--- src/rtl/gemm_pkg.sv ---
// Shared types for the GEMM datapath: MAC PE feeder sequencer states.
package gemm_pkg;

  typedef enum logic [1:0] {
    IDLE,
    STREAM,
    CAPTURE,
    OUTPUT
  } mac_feeder_state_e;

endpackage

--- src/rtl/mac_pe_feeder.sv ---
// Sequences one K-beat dot-product job through a MAC PE, then captures and clears its accumulator.
module mac_pe_feeder
  import gemm_pkg::*;
#(
  parameter int unsigned InDataWidth  = 8,
  parameter int unsigned NumInputs    = 1,
  parameter int unsigned OutDataWidth = 32,
  parameter int unsigned MaxK         = 256,
  parameter int unsigned KWidth       = $clog2(MaxK + 1)
) (
  input  logic                                  clk_i,
  input  logic                                  rst_ni,
  input  logic                                  start_i,
  input  logic [KWidth-1:0]                     k_beats_i,
  output logic                                  busy_o,
  input  logic [NumInputs-1:0][InDataWidth-1:0] op_a_i,
  input  logic [NumInputs-1:0][InDataWidth-1:0] op_b_i,
  input  logic                                  op_valid_i,
  output logic                                  op_ready_o,
  output logic [NumInputs-1:0][InDataWidth-1:0] pe_a_o,
  output logic [NumInputs-1:0][InDataWidth-1:0] pe_b_o,
  output logic                                  pe_a_valid_o,
  output logic                                  pe_b_valid_o,
  output logic                                  pe_init_save_o,
  output logic                                  pe_acc_clr_o,
  input  logic [OutDataWidth-1:0]               pe_c_i,
  output logic [OutDataWidth-1:0]               res_o,
  output logic                                  res_valid_o,
  input  logic                                  res_ready_i
);

  mac_feeder_state_e        state_q, state_d;
  logic [KWidth-1:0]        cnt_q, cnt_d;
  logic                     first_q, first_d;
  logic                     zero_job_q, zero_job_d;
  logic [OutDataWidth-1:0]  res_q, res_d;
  logic [KWidth-1:0]        k_clamped;
  logic                     beat_fire;

  assign k_clamped = (k_beats_i > KWidth'(MaxK)) ? KWidth'(MaxK) : k_beats_i;
  assign beat_fire = (state_q == STREAM) && op_valid_i;

  always_comb begin
    state_d        = state_q;
    cnt_d          = cnt_q;
    first_d        = first_q;
    zero_job_d     = zero_job_q;
    res_d          = res_q;
    pe_acc_clr_o   = 1'b0;
    pe_init_save_o = 1'b0;

    unique case (state_q)
      IDLE: begin
        if (start_i) begin
          cnt_d   = k_clamped;
          first_d = 1'b1;
          if (k_clamped == '0) begin
            state_d    = CAPTURE;
            zero_job_d = 1'b1;
          end else begin
            state_d    = STREAM;
            zero_job_d = 1'b0;
          end
        end
      end
      STREAM: begin
        pe_init_save_o = beat_fire && first_q;
        if (beat_fire) begin
          cnt_d   = cnt_q - KWidth'(1);
          first_d = 1'b0;
          if (cnt_q == KWidth'(1)) begin
            state_d = CAPTURE;
          end
        end
      end
      CAPTURE: begin
        // Valids are low here, so the clear wins and the next job starts from 0.
        res_d        = zero_job_q ? '0 : pe_c_i;
        pe_acc_clr_o = 1'b1;
        first_d      = 1'b0;
        zero_job_d   = 1'b0;
        state_d      = OUTPUT;
      end
      OUTPUT: begin
        if (res_ready_i) begin
          state_d = IDLE;
        end
      end
      default: state_d = IDLE;
    endcase
  end

  always_ff @(posedge clk_i or negedge rst_ni) begin
    if (!rst_ni) begin
      state_q    <= IDLE;
      cnt_q      <= '0;
      first_q    <= 1'b0;
      zero_job_q <= 1'b0;
      res_q      <= '0;
    end else begin
      state_q    <= state_d;
      cnt_q      <= cnt_d;
      first_q    <= first_d;
      zero_job_q <= zero_job_d;
      res_q      <= res_d;
    end
  end

  assign busy_o       = (state_q != IDLE);
  assign op_ready_o   = (state_q == STREAM);
  assign pe_a_o       = op_a_i;
  assign pe_b_o       = op_b_i;
  assign pe_a_valid_o = beat_fire;
  assign pe_b_valid_o = beat_fire;
  assign res_o        = res_q;
  assign res_valid_o  = (state_q == OUTPUT);

endmodule

--- config.mk ---
export PLATFORM = sky130hd
export DESIGN_NAME = mac_pe_feeder
export DESIGN_NICKNAME = d
export VERILOG_FILES = /design/src/rtl/gemm_pkg.sv /design/src/rtl/mac_pe_feeder.sv
export SDC_FILE = /design/constraint.sdc
export NUM_CORES = 1
export LEC_CHECK = 0
export CAP_MARGIN = 5
export CORE_MARGIN = 2
export CORE_UTILIZATION = 25
export DETAILED_ROUTE_END_ITERATION = 10
export GPL_TIMING_DRIVEN = 1
export PLACE_DENSITY = 0.55
export SLEW_MARGIN = 20
export SYNTH_ARGS = -nofsm -noshare
export SYNTH_HDL_FRONTEND = slang
export SYNTH_SLANG_ARGS = --single-unit
--- constraint.sdc ---
create_clock -name clk_i -period 4.23 [get_ports clk_i]
set_input_delay 0.6345 -clock clk_i [delete_from_list [all_inputs] [get_ports clk_i]]
set_output_delay 0.6345 -clock clk_i [all_outputs]
set_load 0.1 [all_outputs]
==> summary.md, run 1 <==
| Metric | Value |
|---|---|
| Synthesized area | 2270 µm² |
| Mux contribution to synthesized area | roughly 1.3% |
| Peak Freq | 333 MHz |
| ANT nets after route | 0 |
| Dpl hpwl | 3.85 mm |
| Clock root cell | clkbuf_8 |
| Placed cell count | 425 |
| Number of synthesized flops with an enable pin | 0 |
| Vias in the first global route | about 1.8k |
| Number of clock sinks | 45 |
| Measured slew at the worst slew-check pin | 1030 ps |
| Synth-to-Final Area Change | 40.9% |
| Period utilization | between 70% and 80% |
| Later-pin clock latency in the skew report | 290 ps |
| DR vias | 1862 |
| TritonRoute pass-1 iters | 4 |
| Yosys top cell area share | 49.6% |
| Min-Delay Path Class | input port to async pin |
| Slew margin rel. | a little under a third |
| # port buffers | 84 |
| WL final | 5.47 mm |
| Worst EP arrival | 2370 ps |
| Synth top area cells | dfrtp_1 (50%), o21ai_1 (8.4%), inv_1 (7.1%) |
| Hold slack | 335 ps |
| Core Rows | 34 |
| I/O pin cnt | 117 |
| Post-Place Cell Area | 3080 µm² |
| Nets | 393 |
| Largest family of logic cells by synthesized area | compound AO/OA/AOI/OAI gates |
| Yosys Warn Count | 0 |
| Post-CTS resize count | 0 |
| Commonest non-fill, non-tap cell in the layout | clkdlybuf4s50_1 |
| XOR/XNOR share of the synthesized area | 0% |
| CTS Buf Count | 5 |
| Final Hold Vio Count | 0 |
| Net Count, Synth | 325 |
| DIE WIDTH | 99.3 µm |
| Max-cap check violation count | 0 |
| Setup bufs post-CTS | 0 |
| Compound-Gate Fraction of Synth Area | 17.0% |
| Initial Util | 25.9% |
| WS Path Type | register to output port |
| Async SR Flop Fraction | 100% |
| FF+latch count, synth | 45 |
| Hold-fix buffer count after cts | 0 |
| CTS tree | built |
| Critical Path End Type | output port |
| DR DRC count | 0 |
| Final min period | 3000 ps |
| Synth Flop Type | dfrtp_1 |
| CP Launch Type | register |
| Mean post-synth cell area | 8.83 µm² |
| GR Overflow Total | 0 |
| Worst path cell trace | inv_1 > ha_1 > buf_4 > clkdlybuf4s50_1 |
| Req. time, crit path | 3600 ps |
| Seq/Total Area, Yosys | about half |
| CP max FO | 25 |
| Status | completed |
| Total GRT Usage | 11.1% |
| Cell accounting for the most synthesized area | dfrtp_1 |
| Setup TNS | 0 ps |
| Simple-gate share of the synthesized area | 14.1% |
| Routability cong. | 0.763 |
| Via density | between 4 and 5 |
| Setup violations, final | 0 |
| Final-report max-slew violation count | 0 |
| Crit-path slowest cell | clkdlybuf4s50_1 |
| First-pass GRT wire length | 8.93 mm |
| Die area | 9850 µm² |
| Share of cells above drive strength 1 | about 6% |
| Yosys cell types | 36 |
| Most frequent cells in the layout | clkdlybuf4s50_1 (79), dfrtp_1 (45), inv_1 (43) |
| Non-Filler Instances | 433 |
| Final clock skew | 4.49 ps |
| Design area | 3200 µm² |
| Drt wl/cell | 12.6 µm |
| Maximum number of pins on one net before global-route repair | 46 |
| Die Y | 99.3 µm |
| Clock Tree Buf Depth | 2 |
| Diodes inserted | 0 |
| H-tree levels | 2 |
| Core area | 8760 µm² |
| RSZ-0062 raised after global routing | no |
| Synth Area in Adders | between 3 and 4% |
| Initial antenna violation count | 0 |
| Clock-pin slew on the worst setup and hold paths | 80 ps |
| Syn Inst Count | 257 |
| CP max stage delay | 1180 ps |
| Drt initial violations | 42 |
-- layer usage --
layer | share of wire, % | track usage (%) | routed length [µm] | up-vias
met5 | 0 | 0 | 0 | -
met4 | 1.8 | 3.48 | 99 | 0
met3 | 6.5 | 2.81 | 354 | 11
met2 | 44 | 17.2 | 2400 | 60
met1 | 48 | 15.3 | 2610 | 837
li1 | - | - | - | 954
-- critical path: cells and delay by family (launching register included) --
| family | cells | cell delay [ps] |
|---|---|---|
| flops | 1 | 400 |
| buf+inv | 3 | 1520 |
| fa+ha+maj | 1 | 140 |
-- through the flow --
| step | util, % | setup slack, ps |
|---|---|---|
| after global routing | 36.5 | 1130 |
| after global placement | 35.2 | 1570 |
| after CTS | 36.4 | 1220 |
| final | 36.5 | 1230 |
| after floorplan | - | 528 |
| after detailed placement | 35.2 | 1560 |
-- cells by family (layout without fill, tap and decap cells) --
logic type / Yosys count / after routing
AOI/OAI and AO/OA: 67 / 67
buffers and inverters: 70 / 138
DFF: 45 / 45
adders and majority gates: 6 / 6
muxes: 3 / 3
and+or+nand+nor: 66 / 66
-- cells in the mapped netlist (3+ instances only) --
cell type,number
buf_2,5
nand2_1,38
o21ai_0,3
mux2i_1,3
o21ai_1,38
inv_1,43
dfrtp_1,45
nor2_1,7
buf_4,17
clkbuf_1,5
a21oi_1,6
a21boi_0,4
nand3_1,3
o22ai_1,4
nor2b_1,3
ha_1,6
a31oi_1,3
-- final timing paths --
kind / start / end / slack [ps] / cells after the start
max: state_q[1] / op_ready_o / 1230 / 4
min reg2reg: res_o[4] / res_o[4] / 510 / 2
min in group clk_i: res_o[4] / res_o[4] / 510 / 2
max in group asynchronous: rst_ni / res_o[4] / 3490 / 1
max reg2reg: state_q[1] / cnt_q[7] / 2190 / 8
min: rst_ni / cnt_q[5] / 340 / 1
-- area by class of cell --
cell class / count / area [µm²]
inverter: 43 / 161
clock buffer: 5 / 68.8
multi-input combinational: 142 / 812
tap: 108 / 135
clock inverter: 2 / 35.0
timing repair buffer: 88 / 858
sequential: 45 / 1130
fill: 903 / 5570
-- flip-flops by register name, summed over array words and instances, names as in the netlist --
name        cells
res_o          32
cnt_q           9
state_q         2
first_q         1
zero_job_q      1
Power of run 1 is left out: the tool's default activity adds up to more than one toggle a clock period on the data nets, which glitch-free logic cannot reach.
==> inputs of run 2 (changes only) <==
--- a/config.mk
+++ b/config.mk
@@ -10,7 +10,7 @@
 export CORE_UTILIZATION = 25
 export DETAILED_ROUTE_END_ITERATION = 10
 export GPL_TIMING_DRIVEN = 1
-export PLACE_DENSITY = 0.55
+export PLACE_DENSITY = 0.57
 export SLEW_MARGIN = 20
 export SYNTH_ARGS = -nofsm -noshare
 export SYNTH_HDL_FRONTEND = slang
==> constraint.sdc (replaced) <==
create_clock -name clk_i -period 2.6 [get_ports clk_i]
set_input_delay 0.39 -clock clk_i [delete_from_list [all_inputs] [get_ports clk_i]]
set_output_delay 0.39 -clock clk_i [all_outputs]
set_load 0.1 [all_outputs]
==> run 2 against run 1 <==
Effect of this change:
- clock skew increased by 4.7 ps
- cell area decreased by 1.6%
- count of clock-buffer cells in the layout unchanged
- global-route usage increased by 0.19 points
- critical path depth unchanged
- register-to-register slack got worse by 1600 ps
- via count increased by 2.3%
==> summary.md, run 2 (synthesis results as in run 1) <==
| Metric | Value |
|---|---|
| CP max FO | 34 |
| Routability cong. | 0.706 |
| Drt wl/cell | 12.7 µm |
| Setup TNS | 0 ps |
| CP Launch Point | state_q[0] |
| Req. time, crit path | 2210 ps |
| ANT nets after route | 0 |
| Post-CTS resize count | 0 |
| R2R Path End | cnt_q[2] |
| Synth-to-Final Area Change | 38.7% |
| GRT busiest layer | met2 |
| Bufs and invs on worst path | 3 |
| # port buffers | 84 |
| Min-Delay Path Class | input port to async pin |
| Met2 usage | 17.5% |
| Clock root cell | clkbuf_8 |
| First-pass GRT wire length | 9.19 mm |
| Setup violations, final | 0 |
| Final clock skew | 9.23 ps |
| Total GRT Usage | 11.3% |
| Period utilization | between 70% and 80% |
| Hold-fix buffer count after cts | 0 |
| Reg2reg start | state_q[0] |
| R2R Setup Slk | 580 ps |
| CP Depth | 4 |
| Number of clock sinks | 45 |
| Die area | 9850 µm² |
| Diodes inserted | 0 |
| Final min period | 2040 ps |
| Core area | 8760 µm² |
| CP top delay family | buffers and inverters |
| Via density | 4.39 |
| CTS Buf Count | 5 |
| Maximum number of pins on one net before global-route repair | 46 |
| Die Y | 99.3 µm |
| CTS tree | built |
| H-tree levels | 2 |
| Commonest non-fill, non-tap cell in the layout | dfrtp_1 |
| RSZ-0062 raised after global routing | no |
| Initial Util | 25.9% |
| Dpl hpwl | slightly below 4 mm |
| CP max stage delay | 430 ps |
| CP Launch Type | register |
| Later-pin clock latency in the skew report | 300 ps |
| Clock-pin slew on the worst setup and hold paths | 90 ps |
| I/O pin cnt | 117 |
| DR DRC count | 0 |
| Measured slew at the worst slew-check pin | 771 ps |
| Grt met3 use | roughly 3.3% |
| DR vias | between 1.5k and 2k |
| Final-report max-slew violation count | 0 |
| Crit-path slowest cell | dfrtp_1 |
| Critical Path End Type | output port |
| Reg2Reg Depth | 6 |
| Vias in the first global route | between 1.5k and 2k |
| WS Path Type | register to output port |
| Peak Freq | 490 MHz |
| DIE WIDTH | 99.3 µm |
| Initial antenna violation count | 0 |
| Nets | 393 |
| Final Hold Vio Count | 0 |
| GR Overflow Total | 0 |
| WL final | 5.50 mm |
| Hold slack | 175 ps |
| TritonRoute pass-1 iters | 4 |
| Clock Tree Buf Depth | 2 |
| Share of cells above drive strength 1 | 17.5% |
| Max reg flops | 32 |
| Drt initial violations | 38 |
| Grt met1 use | 15.5% |
| Most frequent cells in the layout | dfrtp_1 (45), clkdlybuf4s50_1 (44), inv_1 (43) |
| Core Rows | 34 |
| Worst EP arrival | 1650 ps |
| Max-cap check violation count | 0 |
| Slew margin rel. | 48.4% |
| Setup bufs post-CTS | 0 |
| Status | completed |
| Worst path cell trace | inv_1 > ha_1 > buf_4 > buf_12 |
[run 2: cell types whose count changed in the layout (fill, tap and decap cells not counted), sizes merged]
cell	delta
buf	+35
bufinv	-1
clkdlybuf4s50	-35
clkinv	-1
clkinvlp	+3
[run 2: metal layers]
| metal | routed length, µm | vias to the layer above | share of wire, % |
|---|---|---|---|
| li1 | - | 958 | - |
| met1 | 2590 | 866 | 47 |
| met2 | 2450 | 72 | 44 |
| met3 | 404 | 8 | 7.3 |
| met4 | 56 | 0 | 1.0 |
| met5 | 0 | - | 0 |
[run 2: how the worst max path moves through the flow]
stage                      to  slack (ps)
3_5_place_dp         cnt_q[3]         490
2_1_floorplan  pe_init_save_o          70
4_1_cts          pe_acc_clr_o         520
3_3_place_gp         cnt_q[3]         540
5_1_grt              cnt_q[3]         420
6_report         pe_acc_clr_o         560
[run 2: layout make-up]
type                       count  area, µm²
clock buffer                   5       68.8
timing repair buffer          88        806
fill                         896       5620
clock inverter                 3       22.5
multi-input combinational    142        827
sequential                    45       1130
inverter                      43        161
tap                          108        135
[run 2: worst register-to-register path, stage by stage (launching register included)]
cell      delay (ps)
dfrtp_1          430
inv_1            100
ha_1             270
o211ai_1         660
buf_4            280
a21oi_1           50
o22ai_1          150
[run 2: metrics by stage]
step	utilization [%]	setup WS (ps)	cells	instance area (µm²)
after floorplan	-	71.5	257	2280
after global placement	34.9	535	426	3060
after detailed placement	34.9	492	426	3060
after CTS	35.9	522	434	3150
after global routing	35.9	425	434	3150
final	35.9	559	434	3150
Power of run 2 is left out for the same reason.
